===== src/rtl/drop_verdict_gate_pkg.sv =====
// Shared definitions for the drop verdict gate: FSM encoding, verdict bit
// positions and the saturation ceiling of the statistics counters.
package drop_verdict_gate_pkg;

  typedef enum logic [1:0] {
    ST_IDLE = 2'd0,
    ST_WAIT = 2'd1,
    ST_PASS = 2'd2,
    ST_DROP = 2'd3
  } gate_state_t;

  // Verdict vector bit positions.
  localparam int VERDICT_CSUM = 0;
  localparam int VERDICT_MAC0 = 1;
  localparam int VERDICT_MAC1 = 2;
  localparam int VERDICT_MAC2 = 3;
  localparam int VERDICT_MAC3 = 4;

  localparam logic [31:0] SAT_MAX = 32'hFFFF_FFFF;

endpackage


===== src/rtl/drop_verdict_gate_sat_counter32.sv =====
// 32-bit event counter that sticks at its maximum value. Clear wins over
// increment so software always observes a zero after clearing.
module sat_counter32
  import drop_verdict_gate_pkg::*;
(
  input  logic        clk,
  input  logic        rst,
  input  logic        clr,
  input  logic        inc,
  output logic [31:0] value
);

  logic [31:0] cnt_q;
  logic [31:0] cnt_d;

  // Next count: clear first, otherwise increment unless already saturated.
  always_comb begin
    cnt_d = cnt_q;
    if (clr) begin
      cnt_d = '0;
    end else if (inc && (cnt_q != SAT_MAX)) begin
      cnt_d = cnt_q + 32'd1;
    end
  end

  // Count register.
  always_ff @(posedge clk or posedge rst) begin
    if (rst) begin
      cnt_q <= '0;
    end else begin
      cnt_q <= cnt_d;
    end
  end

  assign value = cnt_q;

endmodule


===== src/rtl/drop_verdict_gate.sv =====
// Packet-level forward/discard gate. The head beat of each packet is held
// upstream until a drop verdict (or a timeout) decides the fate of the whole
// packet; the payload then streams through or is silently absorbed.
module drop_verdict_gate
  import drop_verdict_gate_pkg::*;
#(
  parameter int C_AXIS_DATA_WIDTH  = 256,
  parameter int C_AXIS_TUSER_WIDTH = 128,
  parameter int VERDICT_WIDTH      = 5,
  parameter int TIMEOUT_CYCLES     = 64,
  parameter int DEFAULT_DROP       = 1
) (
  input  logic                            AXI_ACLK,
  input  logic                            AXI_RESET,
  input  logic [C_AXIS_DATA_WIDTH-1:0]    S_AXIS_TDATA,
  input  logic [C_AXIS_DATA_WIDTH/8-1:0]  S_AXIS_TSTRB,
  input  logic [C_AXIS_TUSER_WIDTH-1:0]   S_AXIS_TUSER,
  input  logic                            S_AXIS_TVALID,
  output logic                            S_AXIS_TREADY,
  input  logic                            S_AXIS_TLAST,
  output logic [C_AXIS_DATA_WIDTH-1:0]    M_AXIS_TDATA,
  output logic [C_AXIS_DATA_WIDTH/8-1:0]  M_AXIS_TSTRB,
  output logic [C_AXIS_TUSER_WIDTH-1:0]   M_AXIS_TUSER,
  output logic                            M_AXIS_TVALID,
  input  logic                            M_AXIS_TREADY,
  output logic                            M_AXIS_TLAST,
  input  logic                            verdict_valid,
  input  logic [VERDICT_WIDTH-1:0]        verdict,
  output logic                            verdict_ack,
  input  logic [VERDICT_WIDTH-1:0]        drop_mask,
  input  logic                            counters_clear,
  output logic [31:0]                     forwarded_count,
  output logic [31:0]                     discarded_count,
  output logic [31:0]                     timeout_count,
  output logic [VERDICT_WIDTH-1:0]        last_drop_reason
);

  localparam int TW = (TIMEOUT_CYCLES > 2) ? $clog2(TIMEOUT_CYCLES) : 1;
  localparam logic [TW-1:0] TMO_LAST = TW'(TIMEOUT_CYCLES - 1);
  localparam bit DFLT_DROP = (DEFAULT_DROP != 0);

  gate_state_t              state_q, state_d;
  logic [TW-1:0]            tmo_q, tmo_d;
  logic [VERDICT_WIDTH-1:0] reason_q, reason_d;
  logic [VERDICT_WIDTH-1:0] masked_verdict;
  logic                     fwd_inc, dis_inc, tmo_inc;

  // Payload and sideband are never stored; only the handshake is gated.
  assign M_AXIS_TDATA = S_AXIS_TDATA;
  assign M_AXIS_TSTRB = S_AXIS_TSTRB;
  assign M_AXIS_TUSER = S_AXIS_TUSER;
  assign M_AXIS_TLAST = S_AXIS_TLAST;

  assign masked_verdict = verdict & drop_mask;

  // Decision FSM: next state, handshake gating, ack and counter events.
  always_comb begin
    state_d       = state_q;
    tmo_d         = tmo_q;
    reason_d      = reason_q;
    fwd_inc       = 1'b0;
    dis_inc       = 1'b0;
    tmo_inc       = 1'b0;
    verdict_ack   = 1'b0;
    S_AXIS_TREADY = 1'b0;
    M_AXIS_TVALID = 1'b0;
    case (state_q)
      ST_IDLE: begin
        if (S_AXIS_TVALID) begin
          state_d = ST_WAIT;
          tmo_d   = '0;
        end
      end
      ST_WAIT: begin
        // A verdict present in the timeout cycle takes precedence.
        if (verdict_valid) begin
          verdict_ack = 1'b1;
          if (|masked_verdict) begin
            state_d  = ST_DROP;
            reason_d = masked_verdict;
          end else begin
            state_d = ST_PASS;
          end
        end else if (tmo_q == TMO_LAST) begin
          tmo_inc = 1'b1;
          state_d = DFLT_DROP ? ST_DROP : ST_PASS;
        end else begin
          tmo_d = tmo_q + TW'(1);
        end
      end
      ST_PASS: begin
        M_AXIS_TVALID = S_AXIS_TVALID;
        S_AXIS_TREADY = M_AXIS_TREADY;
        if (S_AXIS_TVALID && M_AXIS_TREADY && S_AXIS_TLAST) begin
          fwd_inc = 1'b1;
          state_d = ST_IDLE;
        end
      end
      ST_DROP: begin
        S_AXIS_TREADY = 1'b1;
        if (S_AXIS_TVALID && S_AXIS_TLAST) begin
          dis_inc = 1'b1;
          state_d = ST_IDLE;
        end
      end
      default: state_d = ST_IDLE;
    endcase
    if (counters_clear) begin
      reason_d = '0;
    end
  end

  // State, timeout counter and last-drop-reason registers.
  always_ff @(posedge AXI_ACLK or posedge AXI_RESET) begin
    if (AXI_RESET) begin
      state_q  <= ST_IDLE;
      tmo_q    <= '0;
      reason_q <= '0;
    end else begin
      state_q  <= state_d;
      tmo_q    <= tmo_d;
      reason_q <= reason_d;
    end
  end

  assign last_drop_reason = reason_q;

  sat_counter32 u_fwd_cnt (
    .clk   (AXI_ACLK),
    .rst   (AXI_RESET),
    .clr   (counters_clear),
    .inc   (fwd_inc),
    .value (forwarded_count)
  );

  sat_counter32 u_dis_cnt (
    .clk   (AXI_ACLK),
    .rst   (AXI_RESET),
    .clr   (counters_clear),
    .inc   (dis_inc),
    .value (discarded_count)
  );

  sat_counter32 u_tmo_cnt (
    .clk   (AXI_ACLK),
    .rst   (AXI_RESET),
    .clr   (counters_clear),
    .inc   (tmo_inc),
    .value (timeout_count)
  );

endmodule

===== config.mk =====
export PLATFORM = sky130hd
export DESIGN_NAME = drop_verdict_gate
export DESIGN_NICKNAME = d
export VERILOG_FILES = /design/src/rtl/drop_verdict_gate_pkg.sv /design/src/rtl/drop_verdict_gate_sat_counter32.sv /design/src/rtl/drop_verdict_gate.sv
export SDC_FILE = /design/constraint.sdc
export NUM_CORES = 1
export LEC_CHECK = 0
export ABC_AREA = 0
export CORE_AREA = 2 2 367 369
export CTS_BUF_LIST = sky130_fd_sc_hd__clkbuf_8
export DETAILED_ROUTE_END_ITERATION = 6
export DIE_AREA = 0 0 369 371
export GPL_TIMING_DRIVEN = 0
export PLACE_DENSITY = 0.4
export SYNTH_ARGS = -nofsm -noshare
export SYNTH_HDL_FRONTEND = slang
export SYNTH_SLANG_ARGS = --single-unit

===== constraint.sdc =====
create_clock -name AXI_ACLK -period 3.6 [get_ports AXI_ACLK]
set_input_delay 0.9 -clock AXI_ACLK [delete_from_list [all_inputs] [get_ports AXI_ACLK]]
set_output_delay 0.9 -clock AXI_ACLK [all_outputs]
set_load 0.01 [all_outputs]

==> flow_metrics.env <==
export IMPL_layout_setup_ws_ps=177
export IMPL_tns_ps=0
export IMPL_setup_viol=0
export IMPL_ys_warn_count=0
export IMPL_drtIter0Drc=418
export IMPL_finClkSkew_ps=28.8
export IMPL_dr_wl_met2_mm=26.4
export IMPL_multi_input_area_um2=3130
export IMPL_synth_top_area_share=0.341
export IMPL_grt_start_max_net_pins=35
export IMPL_rrSetupSlack_ps=440
export IMPL_grt_pass1_wl_mm=70.1
export IMPL_syn2layout_area_growth_pct=85.9
export IMPL_synth_cell_area_um2=9170
export IMPL_rsz0062_at_grt="no"
export IMPL_numCtsBuffers=9
export IMPL_min_period_ps=3420
export IMPL_maxSlewViolCount=0
export IMPL_cts_htree_levels=3
export IMPL_gp_congestion=0.785
export IMPL_crit_fanout=10
export IMPL_cp_slowest_cell="nand4b_1"
export IMPL_fill_cells=15200
export IMPL_worst_ep_arrival_time_ps=3770
export IMPL_status="finished, final reports clean"
export IMPL_nNetsFinal=2062
export IMPL_ys_ff_latch=109
export IMPL_netlist_instances=1074
export IMPL_clock_sinks=109
export IMPL_hpwl_mm=46.7
export IMPL_min_path_type="reg2reg"
export IMPL_synth_avg_cell_area_um2=8.54
export IMPL_clk_latency_ps=450
export IMPL_drt_met1_wl_mm=21.5
export IMPL_dieArea_um2=137000
export IMPL_r2r_start="u_tmo_cnt.value[17]"
export IMPL_drive_above_1_share=0.284
export IMPL_crit_type="in2reg"
export IMPL_antenna_found_initial=17
export IMPL_ioPinCount=954
export IMPL_core_area_um2=133000
export IMPL_crit_path_end_kind="register"
export IMPL_cts_tree="done"
export IMPL_avgViaCountPerCell=2.78
export IMPL_hold_path_cell_count=1
export IMPL_synthArstFlopShare=1.00
export IMPL_clock_path_buffers=2
export IMPL_p_per_area_nw_per_um2=203
export IMPL_row_count=134
export IMPL_first_pass_iters=4
export IMPL_max_slew_margin=0.214
export IMPL_grt_overflow=0
export IMPL_maxCapViolations=0
export IMPL_cp_cell_sequence="clkdlybuf4s50_1, nand4b_1, nor2_4, o211ai_1, or4_1, a21oi_1"
export IMPL_cts_setup_buffers=0
export IMPL_fp_dieW_um=369
export IMPL_worst_slew_pin_slew_ps=1170
export IMPL_worst_hold_path_endpoint="last_drop_reason[1]"
export IMPL_dp_slack_ps=-718
export IMPL_ys_types=57
export IMPL_synth_top_area_cell="buf_4"
export IMPL_fin_util=0.128
export IMPL_drt_total_wl_mm=53.4
export IMPL_r2r_end="u_tmo_cnt.value[28]"
export IMPL_ant_nets=0
export IMPL_regArea_um2=2730
export IMPL_total_power_mw=3.46
export IMPL_leakage_nw=6.43
export IMPL_timing_final_crit_share=0.951
export IMPL_synth_edf_count=0
export IMPL_max_stage_delay_ps=640
export IMPL_ys_seq_area_frac=0.297
export IMPL_synth_nets=1511
export IMPL_clock_root_buffer="clkbuf_8"
export IMPL_io_buffers=537
export IMPL_hold_buffers=0
export IMPL_wl_per_cell_um=15.7
export IMPL_peakVddDrop_uv=146
export IMPL_path_clk_slew_ps=140
export IMPL_met3_wirelength_mm=4.45
export IMPL_start_util=0.0691
export IMPL_grt_pass1_vias=9216
export IMPL_max_freq_mhz=292
export IMPL_synth_area_leaders="buf_4 (34%), dfrtp_1 (30%), xnor2_1 (3.9%)"
export IMPL_holdWs_ps=509
export IMPL_die_y_um=371
export IMPL_maxUsedRoutingLayer="met5"
export IMPL_grtUsageTotal=0.0716
export IMPL_worstSetupStartpointType="input pin"
export IMPL_route_detailed_drc=0
export IMPL_cp_required_ps=3950
export IMPL_vias=9448
export IMPL_reg2reg_depth=6
export IMPL_synth_flop_cell="dfrtp_1"
export IMPL_finalHoldViolCount=0
export IMPL_min_from="last_drop_reason[1]"
synthesized netlist by cell type, types with 3 or more instances:
master,instances
a2111oi_0,12
a211oi_1,10
a21oi_1,44
a311oi_1,4
a32o_1,5
and3_1,7
and4_1,8
buf_2,3
buf_4,417
clkbuf_1,26
dfrtp_1,109
ha_1,4
inv_1,16
mux2_2,5
mux2i_1,5
nand2_1,40
nand2b_1,6
nand3_1,36
nand4_1,28
nor2_1,75
nor2b_1,12
nor3_1,9
nor4_1,18
o21ai_0,30
o31ai_1,13
or2_2,6
or3_1,24
or4_1,19
xnor2_1,41
xor2_1,3
state kept, by name, indices dropped and copies added (netlist names):
| name | count |
|---|---|
| u_fwd_cnt.value | 32 |
| last_drop_reason | 5 |
| u_tmo_cnt.value | 32 |
| state_q | 2 |
| u_dis_cnt.value | 32 |
| tmo_q | 6 |
layer usage:
layer	GRT usage	up-vias
li1	-	4419
met1	0.0863	4508
met2	0.122	473
met3	0.0237	42
met4	0.0165	6
met5	0.00559	-
power by group:
part | internal [mW] | leakage, nW | switching, mW
Sequential | 1.26 | 1.51 | 0.0478
Combinational | 0.811 | 4.82 | 0.525
Clock | 0.263 | 0.0929 | 0.554
how the worst max path moves through the flow:
stage,slack [ps],end,from
2_1_floorplan,1030,u_dis_cnt.value[31],S_AXIS_TLAST
3_3_place_gp,-720,u_tmo_cnt.value[27],verdict_valid
3_5_place_dp,-720,u_tmo_cnt.value[31],verdict_valid
4_1_cts,8,u_fwd_cnt.value[28],counters_clear
5_1_grt,30,u_dis_cnt.value[2],counters_clear
6_report,180,u_tmo_cnt.value[28],verdict_valid
timing repair:
item	CTS	global route
cloned	0	0
setup endpoints to repair	15	12
gates resized for setup	2	13
hold endpoints to repair	0	0
logic make-up (layout without fill, tap and decap cells):
group	Yosys count	after routing	synth area share
adders and majority gates	4	4	0.00546
muxes	10	10	0.0116
and+or+nand+nor	304	304	0.180
buffers and inverters	464	1020	0.362
AOI/OAI and AO/OA	139	139	0.101
other	0	6	0
xor gates and xnor gates	44	44	0.0420
DFF	109	109	0.297
area by class of cell:
class / instances / share of cell area
Multi-Input combinational cell: 501 / 0.184
Inverter: 16 / 0.00374
Tap cell: 1768 / 0.130
Sequential cell: 109 / 0.160
Buffer: 448 / 0.192
Antenna cell: 6 / 0.000881
Clock inverter: 7 / 0.00323
Timing Repair Buffer: 540 / 0.319
Clock buffer: 9 / 0.00727
metrics by stage:
stage          cells  area, um^2
3_3_place_gp    3379       16800
6_report        3404       17000
3_5_place_dp    3382       16800
2_1_floorplan   1074        9170
5_1_grt         3403       17000
4_1_cts         3398       17000
critical path: cells and delay by family:
kind,cells,cell delay [ps]
simple gates,3,1700
compound gates,2,690
buf+inv,1,460
cell usage in the layout (no fill, tap or decap), drive strengths merged, types with 3 or more instances in the layout:
| cell type | n |
|---|---|
| and3 | 7 |
| nor3 | 9 |
| nand3 | 36 |
| nand2b | 6 |
| nor2 | 75 |
| clkdlybuf4s50 | 537 |
| or2 | 6 |
| nand2 | 40 |
| mux2 | 5 |
| mux2i | 5 |
| buf | 425 |
| xor2 | 3 |
| xnor2 | 41 |
| or3 | 24 |
| a211oi | 10 |
| dfrtp | 109 |
| ha | 4 |
| nor2b | 12 |
| clkbuf | 32 |
| inv | 21 |
| nor4 | 19 |
| diode | 6 |
| a2111oi | 13 |
| nand4 | 30 |
| and4 | 8 |
| a32o | 5 |
| a311oi | 4 |
| clkdlybuf4s15 | 3 |
| o31ai | 14 |
| o21ai | 30 |
| or4 | 21 |
| a21oi | 44 |
Note: power is estimated with default switching activity, not from simulation.
